File: src/rtl/dac_update_scheduler_pkg.sv
// Shared defaults and FSM encoding for the DAC update scheduler.
package dac_update_scheduler_pkg;

  localparam int unsigned W_DATA_DEF  = 16;
  localparam int unsigned W_CHS_DEF   = 3;
  localparam int unsigned N_CHAN_DEF  = 1 << W_CHS_DEF;
  localparam int unsigned TIMEOUT_DEF = 64;

  typedef enum logic [1:0] {
    ST_IDLE  = 2'd0,
    ST_REF   = 2'd1,
    ST_ISSUE = 2'd2,
    ST_WAIT  = 2'd3
  } state_e;

endpackage

File: src/rtl/dac_update_scheduler_if.sv
// Channel-write / DAC-controller bundle between the PID outputs, the scheduler and the DAC controller.
interface dac_update_scheduler_if
  import dac_update_scheduler_pkg::*;
#(
  parameter int unsigned W_DATA = W_DATA_DEF,
  parameter int unsigned W_CHS  = W_CHS_DEF,
  parameter int unsigned N_CHAN = N_CHAN_DEF
);

  logic                       ref_set_in;
  logic [N_CHAN*W_DATA-1:0]   wr_data_in;
  logic [N_CHAN-1:0]          wr_valid_in;
  logic                       dac_done_in;
  logic [W_DATA-1:0]          data_out;
  logic [W_CHS-1:0]           channel_out;
  logic                       data_valid_out;
  logic                       ref_set_out;
  logic                       busy_out;
  logic [N_CHAN-1:0]          pend_out;
  logic                       timeout_err_out;

  // Requesters and DAC controller side.
  modport master (
    output ref_set_in, wr_data_in, wr_valid_in, dac_done_in,
    input  data_out, channel_out, data_valid_out, ref_set_out,
           busy_out, pend_out, timeout_err_out
  );

  // Scheduler side.
  modport slave (
    input  ref_set_in, wr_data_in, wr_valid_in, dac_done_in,
    output data_out, channel_out, data_valid_out, ref_set_out,
           busy_out, pend_out, timeout_err_out
  );

endinterface

File: src/rtl/dac_update_scheduler_rr_arbiter.sv
// Combinational round-robin pick: first pending channel at or after rr_ptr, modulo N_CHAN.
module dac_update_scheduler_rr_arbiter
  import dac_update_scheduler_pkg::*;
#(
  parameter int unsigned W_CHS  = W_CHS_DEF,
  parameter int unsigned N_CHAN = N_CHAN_DEF
) (
  input  logic [N_CHAN-1:0] pend_i,
  input  logic [W_CHS-1:0]  rr_ptr_i,
  output logic [W_CHS-1:0]  gnt_idx_o,
  output logic              gnt_vld_o
);

  logic [W_CHS-1:0] idx;

  // Scan from the farthest offset down so the nearest pending channel wins.
  always_comb begin
    gnt_idx_o = '0;
    gnt_vld_o = 1'b0;
    idx       = '0;
    for (int k = N_CHAN - 1; k >= 0; k--) begin
      idx = rr_ptr_i + W_CHS'(k);
      if (pend_i[idx]) begin
        gnt_idx_o = idx;
        gnt_vld_o = 1'b1;
      end
    end
  end

endmodule

File: src/rtl/dac_update_scheduler.sv
// Shares one DAC controller between N_CHAN coalescing channel shadows and a reference-set request.
module dac_update_scheduler
  import dac_update_scheduler_pkg::*;
#(
  parameter int unsigned W_DATA  = W_DATA_DEF,
  parameter int unsigned W_CHS   = W_CHS_DEF,
  parameter int unsigned N_CHAN  = N_CHAN_DEF,
  parameter int unsigned TIMEOUT = TIMEOUT_DEF
) (
  input  logic                 clk_in,
  input  logic                 reset_in,
  dac_update_scheduler_if.slave bus
);

  localparam int unsigned W_WD = $clog2(TIMEOUT);
  localparam logic [W_WD-1:0] WD_LAST = W_WD'(TIMEOUT - 1);

  state_e                         state_q, state_d;
  logic [N_CHAN-1:0][W_DATA-1:0]  shadow_q, shadow_d;
  logic [N_CHAN-1:0]              pend_q, pend_d;
  logic                           ref_pend_q, ref_pend_d;
  logic [W_CHS-1:0]               rr_ptr_q, rr_ptr_d;
  logic [W_WD-1:0]                wd_q, wd_d;
  logic [W_DATA-1:0]              data_q, data_d;
  logic [W_CHS-1:0]               chan_q, chan_d;
  logic                           dv_q, dv_d;
  logic                           rs_q, rs_d;
  logic                           busy_q, busy_d;
  logic                           err_q, err_d;

  logic [W_CHS-1:0]               gnt_idx;
  logic                           gnt_vld;

  dac_update_scheduler_rr_arbiter #(
    .W_CHS  (W_CHS),
    .N_CHAN (N_CHAN)
  ) u_arb (
    .pend_i    (pend_q),
    .rr_ptr_i  (rr_ptr_q),
    .gnt_idx_o (gnt_idx),
    .gnt_vld_o (gnt_vld)
  );

  // Next-state, grant and shadow/pending bookkeeping.
  always_comb begin
    state_d    = state_q;
    shadow_d   = shadow_q;
    pend_d     = pend_q;
    ref_pend_d = ref_pend_q;
    rr_ptr_d   = rr_ptr_q;
    wd_d       = wd_q;
    data_d     = data_q;
    chan_d     = chan_q;
    err_d      = err_q;
    dv_d       = 1'b0;
    rs_d       = 1'b0;

    case (state_q)
      ST_IDLE: begin
        if (ref_pend_q) begin
          state_d = ST_REF;
          rs_d    = 1'b1;
        end else if (gnt_vld) begin
          state_d          = ST_ISSUE;
          dv_d             = 1'b1;
          data_d           = shadow_q[gnt_idx];
          chan_d           = gnt_idx;
          pend_d[gnt_idx]  = 1'b0;
          rr_ptr_d         = gnt_idx + W_CHS'(1);
        end
      end
      ST_REF: begin
        ref_pend_d = 1'b0;
        wd_d       = '0;
        state_d    = ST_WAIT;
      end
      ST_ISSUE: begin
        wd_d    = '0;
        state_d = ST_WAIT;
      end
      ST_WAIT: begin
        if (bus.dac_done_in) begin
          state_d = ST_IDLE;
        end else if (wd_q == WD_LAST) begin
          state_d = ST_IDLE;
          err_d   = 1'b1;
        end else begin
          wd_d = wd_q + W_WD'(1);
        end
      end
      default: state_d = ST_IDLE;
    endcase

    // A write on the grant edge overrides the clear: the new value stays pending.
    for (int i = 0; i < N_CHAN; i++) begin
      if (bus.wr_valid_in[i]) begin
        shadow_d[i] = bus.wr_data_in[i*W_DATA +: W_DATA];
        pend_d[i]   = 1'b1;
      end
    end
    if (bus.ref_set_in) ref_pend_d = 1'b1;

    busy_d = (state_d != ST_IDLE);
  end

  // State and output registers.
  always_ff @(posedge clk_in or posedge reset_in) begin
    if (reset_in) begin
      state_q    <= ST_IDLE;
      shadow_q   <= '0;
      pend_q     <= '0;
      ref_pend_q <= 1'b0;
      rr_ptr_q   <= '0;
      wd_q       <= '0;
      data_q     <= '0;
      chan_q     <= '0;
      dv_q       <= 1'b0;
      rs_q       <= 1'b0;
      busy_q     <= 1'b0;
      err_q      <= 1'b0;
    end else begin
      state_q    <= state_d;
      shadow_q   <= shadow_d;
      pend_q     <= pend_d;
      ref_pend_q <= ref_pend_d;
      rr_ptr_q   <= rr_ptr_d;
      wd_q       <= wd_d;
      data_q     <= data_d;
      chan_q     <= chan_d;
      dv_q       <= dv_d;
      rs_q       <= rs_d;
      busy_q     <= busy_d;
      err_q      <= err_d;
    end
  end

  assign bus.data_out        = data_q;
  assign bus.channel_out     = chan_q;
  assign bus.data_valid_out  = dv_q;
  assign bus.ref_set_out     = rs_q;
  assign bus.busy_out        = busy_q;
  assign bus.pend_out        = pend_q;
  assign bus.timeout_err_out = err_q;

endmodule

File: src/flat_wrapper.sv
// flat-port wrapper written by rule: the top's interface ports become plain ports
module dac_update_scheduler_flat import dac_update_scheduler_pkg::*;
#(
  parameter int unsigned W_DATA  = W_DATA_DEF,
  parameter int unsigned W_CHS   = W_CHS_DEF,
  parameter int unsigned N_CHAN  = N_CHAN_DEF,
  parameter int unsigned TIMEOUT = TIMEOUT_DEF
)
  (clk_in, reset_in, bus_ref_set_in, bus_wr_data_in, bus_wr_valid_in, bus_dac_done_in, bus_data_out, bus_channel_out, bus_data_valid_out, bus_ref_set_out, bus_busy_out, bus_pend_out, bus_timeout_err_out);
  dac_update_scheduler_if #(.W_DATA(W_DATA), .W_CHS(W_CHS), .N_CHAN(N_CHAN)) bus_i ();
  input  logic clk_in;
  input  logic reset_in;
  input wire logic [$bits(bus_i.ref_set_in)-1:0] bus_ref_set_in;
  input wire logic [$bits(bus_i.wr_data_in)-1:0] bus_wr_data_in;
  input wire logic [$bits(bus_i.wr_valid_in)-1:0] bus_wr_valid_in;
  input wire logic [$bits(bus_i.dac_done_in)-1:0] bus_dac_done_in;
  output wire logic [$bits(bus_i.data_out)-1:0] bus_data_out;
  output wire logic [$bits(bus_i.channel_out)-1:0] bus_channel_out;
  output wire logic [$bits(bus_i.data_valid_out)-1:0] bus_data_valid_out;
  output wire logic [$bits(bus_i.ref_set_out)-1:0] bus_ref_set_out;
  output wire logic [$bits(bus_i.busy_out)-1:0] bus_busy_out;
  output wire logic [$bits(bus_i.pend_out)-1:0] bus_pend_out;
  output wire logic [$bits(bus_i.timeout_err_out)-1:0] bus_timeout_err_out;
  assign bus_i.ref_set_in = bus_ref_set_in;
  assign bus_i.wr_data_in = bus_wr_data_in;
  assign bus_i.wr_valid_in = bus_wr_valid_in;
  assign bus_i.dac_done_in = bus_dac_done_in;
  assign bus_data_out = bus_i.data_out;
  assign bus_channel_out = bus_i.channel_out;
  assign bus_data_valid_out = bus_i.data_valid_out;
  assign bus_ref_set_out = bus_i.ref_set_out;
  assign bus_busy_out = bus_i.busy_out;
  assign bus_pend_out = bus_i.pend_out;
  assign bus_timeout_err_out = bus_i.timeout_err_out;
  dac_update_scheduler #(.W_DATA(W_DATA), .W_CHS(W_CHS), .N_CHAN(N_CHAN), .TIMEOUT(TIMEOUT)) u_core (.clk_in(clk_in), .reset_in(reset_in), .bus(bus_i));
endmodule
File: config.mk
export PLATFORM = sky130hd
export DESIGN_NAME = dac_update_scheduler_flat
export DESIGN_NICKNAME = d
export VERILOG_FILES = /design/src/rtl/dac_update_scheduler_pkg.sv /design/src/rtl/dac_update_scheduler_if.sv /design/src/rtl/dac_update_scheduler_rr_arbiter.sv /design/src/rtl/dac_update_scheduler.sv /design/src/flat_wrapper.sv
export SDC_FILE = /design/constraint.sdc
export NUM_CORES = 1
export LEC_CHECK = 0
export ABC_AREA = 1
export CAP_MARGIN = 20
export CORE_ASPECT_RATIO = 0.7
export CORE_MARGIN = 2
export CORE_UTILIZATION = 25
export DETAILED_ROUTE_END_ITERATION = 7
export PLACE_DENSITY = 0.54
export SYNTH_ARGS = -nofsm -noshare
export SYNTH_HDL_FRONTEND = slang
export SYNTH_HIERARCHICAL = 1
export SYNTH_SLANG_ARGS = --single-unit
export TNS_END_PERCENT = 50
File: constraint.sdc
create_clock -name clk_in -period 7.16 [get_ports clk_in]
set_input_delay 2.148 -clock clk_in [delete_from_list [all_inputs] [get_ports clk_in]]
set_output_delay 2.148 -clock clk_in [all_outputs]
set_load 0.02 [all_outputs]
* Word-level counts from Yosys, hierarchy flattened
Index checks and enable logic that the tools add are counted.
Cells by class: add/sub/neg operators 9, $lt $le $gt $ge 10, equality and inequality tests 14, multiplexer cells 62, bitwise operators 4, reduce and logical (&&, ||, !) cells 33
Operator list (number):
- 16-bit binary-select mux with 3-bit select | 1
- 2-bit nonzero test | 19
- 3-bit by 4-bit less-than comparator with 1-bit output, second input constant | 9
- 3-bit AND reduction | 11
- 1-bit 2-to-1 mux | 32
- 1-bit binary-select mux with 3-bit select | 8
- 3-bit 2-to-1 mux | 8
- 8-bit 2-to-1 mux | 3
- 2-bit inequality test, second input constant | 10
- 16-bit 2-to-1 mux | 1
- 3-bit adder, second input constant | 4
- 6-bit 2-to-1 mux | 2
- 6-bit one-hot mux with 2 select lines | 1
- 8-bit bitwise AND | 1
- 2-bit 2-to-1 mux | 4
- 8-bit NOT | 1
- 3-bit by 1-bit adder with 3-bit output, second input constant | 2
- 3-bit by 2-bit adder with 3-bit output, second input constant | 2
- 6-bit by 1-bit adder with 6-bit output, second input constant | 1
- 6-bit equality test, second input constant | 1
- 2-bit one-hot mux with 3 select lines | 1
- 2-bit equality test, second input constant | 2
- 1-bit demux with 3-bit select | 1
- 3-bit by 1-bit greater-or-equal comparator with 1-bit output, second input constant | 1
- other kinds (5) | 6
Word-level totals: bits in registers 171, bits of input ports 140, output and inout bits 31, logic and storage cells 158

* Logic depth before layout (Yosys ltp)
depth after elaboration 21, depth in mapped cells 24, depth with buffers taken out 21

* By module
Netlist, hierarchy kept.
By module, submodules not included:
- dac_update_scheduler | instances 1, cells each 1001, area each 7977.7 µm², seq. area each 4279.1 µm²
- dac_update_scheduler_rr_arbiter | instances 1, cells each 122, area each 739.5 µm², seq. area each 0.0 µm²

* Worst setup path before layout
Ideal clock, no wire load.
path kind input port to flip-flop, start in bus_wr_valid_in[4], end reg u_core/shadow_q[64] in the netlist's numbering, setup time 117 ps, arrival 2784 ps, required time 7043 ps, setup slack 4259 ps, stages 5, path buffers 2, cell sequence buf_2 clkinv_1 clkbuf_1 nand2_1 nand2_1
RTL lines:
- start: declaration | line flat_wrapper.sv:15 | input wire logic [$bits(bus_i.wr_valid_in)-1:0] bus_wr_valid_in;
- end signal: assignment | line dac_update_scheduler.sv:123 | shadow_q <= shadow_d;
- end: declaration | line dac_update_scheduler.sv:19 | logic [N_CHAN-1:0][W_DATA-1:0] shadow_q, shadow_d;

* Final worst setup path
start reg u_core.rr_ptr_q[1], end reg u_core.data_q[12], in the netlist u_core/bus.data_out[12]
On the way: longest elaborated chain between the ends 13, elaborated cells between the ends (all ways) 42, classes of those cells add/sub (7); mux (34); reduce/logical (1)
Ends and longest elaborated chain:
- start: declaration | line dac_update_scheduler.sv:22 | logic [W_CHS-1:0] rr_ptr_q, rr_ptr_d;
- start signal: assignment | line dac_update_scheduler.sv:126 | rr_ptr_q <= rr_ptr_d;
- 3-bit adder | line dac_update_scheduler_rr_arbiter.sv:22 | idx = rr_ptr_i + W_CHS'(k);
- 1-bit binary-select mux with 3-bit select | line dac_update_scheduler_rr_arbiter.sv:23 | if (pend_i[idx]) begin
- 1-bit 2-to-1 mux (implied by the code) | line dac_update_scheduler_rr_arbiter.sv:23
- 3-bit 2-to-1 mux (7 in a row) | line dac_update_scheduler_rr_arbiter.sv:23
- 3-bit 2-to-1 mux (*) | line dac_update_scheduler_rr_arbiter.sv:23
- via u_core.gnt_idx[0] | line dac_update_scheduler.sv:31 | logic [W_CHS-1:0] gnt_idx;
- 16-bit binary-select mux with 3-bit select (*) | line dac_update_scheduler.sv:66 | data_d = shadow_q[gnt_idx];
- 16-bit 2-to-1 mux (implied by the code) (*) | line dac_update_scheduler.sv:66
- end signal: assignment | line dac_update_scheduler.sv:128 | data_q <= data_d;
- end: declaration | line dac_update_scheduler.sv:24 | logic [W_DATA-1:0] data_q, data_d;
Mark *: on every way through the listed nets, which the timed path passes. The rest lies on a longest branch. The select of a mux whose other input is x is not followed. A chain may end at the register's enable or synchronous reset.

==> metrics.md <==
| Metric | Value |
|---|---|
| Status | finished clean |
| Total Wirelength | 28,400 um |
| Fraction of registers with async set or reset after synthesis | 100% |
| Crit path max fanout | 83 |
| Worst-path cell chain | inv_2, ha_1, inv_2, nand3_2, nand3_2, nand2_2, nor2_4, inv_2, o21ai_2, nand2_1, o21ai_4, buf_4, inv_2, nand2_1, nand3_1, nand3_1, nor2_1, nor2_1 |
| Fin. Hold Viols | 0 |
| First DRT Iteration DRCs | 562 |
| Clock sink count | 171 |
| Worst VDD drop | 402 uV |
| Die width | 227 um |
| Critical path launch point type | flop |
| F_max | 217 MHz |
| Worst EP required | 7530 ps |
| Remaining Overflow, GRT | 0 |
| Critical path class | reg2reg |
| P per Cell Area | 417 nW/um^2 |
| Fillers | 3,672 |
| CP Buf/Inv Count | 5 |
| Worst Hold Class | reg2reg |
| DRC errors left | 0 |
| Max Used Layer | met4 |
| Final Wtd Congestion | 0.879 |
| WL per Instance | 16.2 um |
| Leak | 5.42 nW |
| Via count | 7,696 |
| Rel. slew slack | 29.8% |
| Worst-path clk slew | 70 ps |
| First-pass GRT wire length | 43,600 um |
| CP max stage delay | 650 ps |
| Fin. max-slew vios | 0 |
| # rows | 57 |
| Dpl hpwl | 21,100 um |
| Die Y-Extent | 160 um |
| Antenna viol nets, final | 0 |
| MaxCap Viol Count | 0 |
| Total CTS buffers | 17 |
| Worst path top cell family by delay | buffers and inverters |
| Drt pass-1 iters | 5 |
| Hold-fix buffers at CTS | 0 |
| Mapped Cells | 1,123 |
| Slowest cell on crit path | buf_4 |
| Clock latency on the worst-skew pair | 440 ps |
| H-tree levels | 4 |
| CP arrival | 4980 ps |
| Worst path most repeated cell | inv_2 |
| Clock Path Buffers | 2 |
| Ant. Diodes | 0 |
| Final setup TNS | 0 ps |
| Sequential cell area fraction in the yosys report | 49.1% |
| Period utilization | 64.4% |
| Hold Slack | 476 ps |
| Wire length on met2 | 12,300 um |
| Tmin final | 4610 ps |
| Final setup violation count | 0 |
| DP Cell Count | 1,715 |
| Post_cts resized | 0 |
| Syn avg cell area | 7.76 um^2 |
| Total track usage | 15.9% |
| Share of cells above drive strength 1 | 9.21% |
| YS warnings | 6 |
| Root buffer cell | clkbuf_16 |
| Synth area leaders | dfrtp_1, nand2_1, o21ai_0 |
| RSZ-0062 raised after global routing | false |
| Core area | 34,500 um^2 |
| Post-CTS setup repair buffer count | 0 |
| Syn nets | 1,270 |
| Largest net degree at the start of global routing | 172 |
| PortBufs | 170 |
| Final nets | 1,415 |
| Count leader, synth | nand2_1 |
| Initial antenna violation count | 0 |
| Layout area overhead | 31.5% |
| Die area | 36,400 um^2 |
| Initial Util | 25.3% |
| Clock skew | 11.0 ps |
| Vias in the first global route | 7,580 |
| Slew @ Worst Pin | 1050 ps |
| Met1 WL | 14,000 um |
| Routed wl met3 | 1760 um |
| Vias per cell | 4.39 |
| I/O Pins | 171 |
| Synth cell count leaders | nand2_1, dfrtp_1, inv_1 |
| Synth unique cells | 39 |
| Crit. End Element | flop |
| Non-Filler Instances | 1,753 |
| Number of flops mapped to enable cells by yosys | 0 |
| CTS tree | done |
| Seq cells post-synth | 171 |
| Most used flip-flop cell after synthesis | dfrtp_1 |
| Cell taking the most area after synthesis | dfrtp_1 |
| Final Total Pwr | 4.78 mW |
| Post-synth top area share | 49.1% |
| Mapped Area | 8720 um^2 |
==> layer usage <==
layer  GRT usage (%)  vias up
met4            3.24        0
met2            23.4      234
met1            23.2     3659
met3            4.14       31
met5               0        -
li1                -     3772
==> final cells by class <==
| type | count | area (um^2) | area share, % |
|---|---|---|---|
| Sequential cell | 171 | 4280 | 37.3 |
| Multi-Input combinational cell | 727 | 3490 | 30.4 |
| Timing Repair Buffer | 179 | 1870 | 16.3 |
| Inverter | 172 | 661 | 5.76 |
| Tap cell | 472 | 591 | 5.15 |
| Clock buffer | 18 | 439 | 3.83 |
| Clock inverter | 14 | 135 | 1.18 |
==> report_power, final <==
part | leakage [nW] | switching, mW | total, mW | internal, mW
registers | 2.05 | 0.107 | 1.22 | 1.11
logic | 3.11 | 1.79 | 2.64 | 0.850
clock network | 0.264 | 0.427 | 0.922 | 0.495
total | 5.42 | 2.32 | 4.78 | 2.46
==> registers in the layout, indices dropped and copies added (netlist names), 2 cells and up <==
name / cells
u_core/bus.data_out: 16
u_core/wd_q: 6
u_core/bus.channel_out: 3
u_core/rr_ptr_q: 3
u_core/shadow_q: 128
u_core/state_q: 2
u_core/bus.pend_out: 8
==> metrics by stage <==
| stage | setup slack [ps] | util (%) | cell area [um^2] |
|---|---|---|---|
| CTS | 2670 | 32.8 | 11300 |
| global placement | 2840 | 31.2 | 10800 |
| detailed placement | 2690 | 31.2 | 10800 |
| finish | 2550 | 33.2 | 11500 |
| floorplan | 380 | - | 8720 |
| global route | 2270 | 33.2 | 11500 |
==> final timing paths <==
| path | from | slack [ps] | endpoint | cells past startpoint |
|---|---|---|---|---|
| setup / recovery | u_core/rr_ptr_q[1] | 2550 | u_core/bus.data_out[12] | 18 |
| hold / removal | u_core/shadow_q[72] | 480 | u_core/shadow_q[72] | 2 |
| setup reg to reg | u_core/rr_ptr_q[1] | 2550 | u_core/bus.data_out[12] | 18 |
| hold reg to reg | u_core/shadow_q[72] | 480 | u_core/shadow_q[72] | 2 |
| max in group asynchronous | reset_in | 4040 | u_core/bus.data_out[0] | 3 |
| min in group asynchronous | reset_in | 2290 | u_core/shadow_q[54] | 3 |
==> cells by family after synthesis <==
group                      count (synthesis)  synth area share, %
DFF                                      171                 49.1
and+or+nand+nor                          556                 28.5
adders and majority gates                  7                 1.00
xor gates and xnor gates                   2                0.416
buffers and inverters                    225                 11.0
AOI/OAI and AO/OA                        162                 9.96
==> worst min-delay path, cell delays in order (launching register included) <==
cell,delay (ps)
dfrtp_1,340
nand2_1,60
nand2_1,50
==> cell usage in the layout (no fill, tap or decap), types with 6 or more instances in the layout <==
cell type,Yosys,final
inv_2,11,11
clkbuf_16,0,18
ha_1,7,7
o211ai_1,16,16
nand3_1,91,91
clkinvlp_4,0,6
clkdlybuf4s50_1,0,170
nor2_1,38,38
inv_6,0,6
nand2_2,14,14
nand2_1,361,361
dfrtp_1,171,171
or2_2,12,12
a21oi_1,8,8
nand3_2,20,20
o21ai_0,127,127
inv_1,158,157
Note: power is estimated with default switching activity, not from simulation.
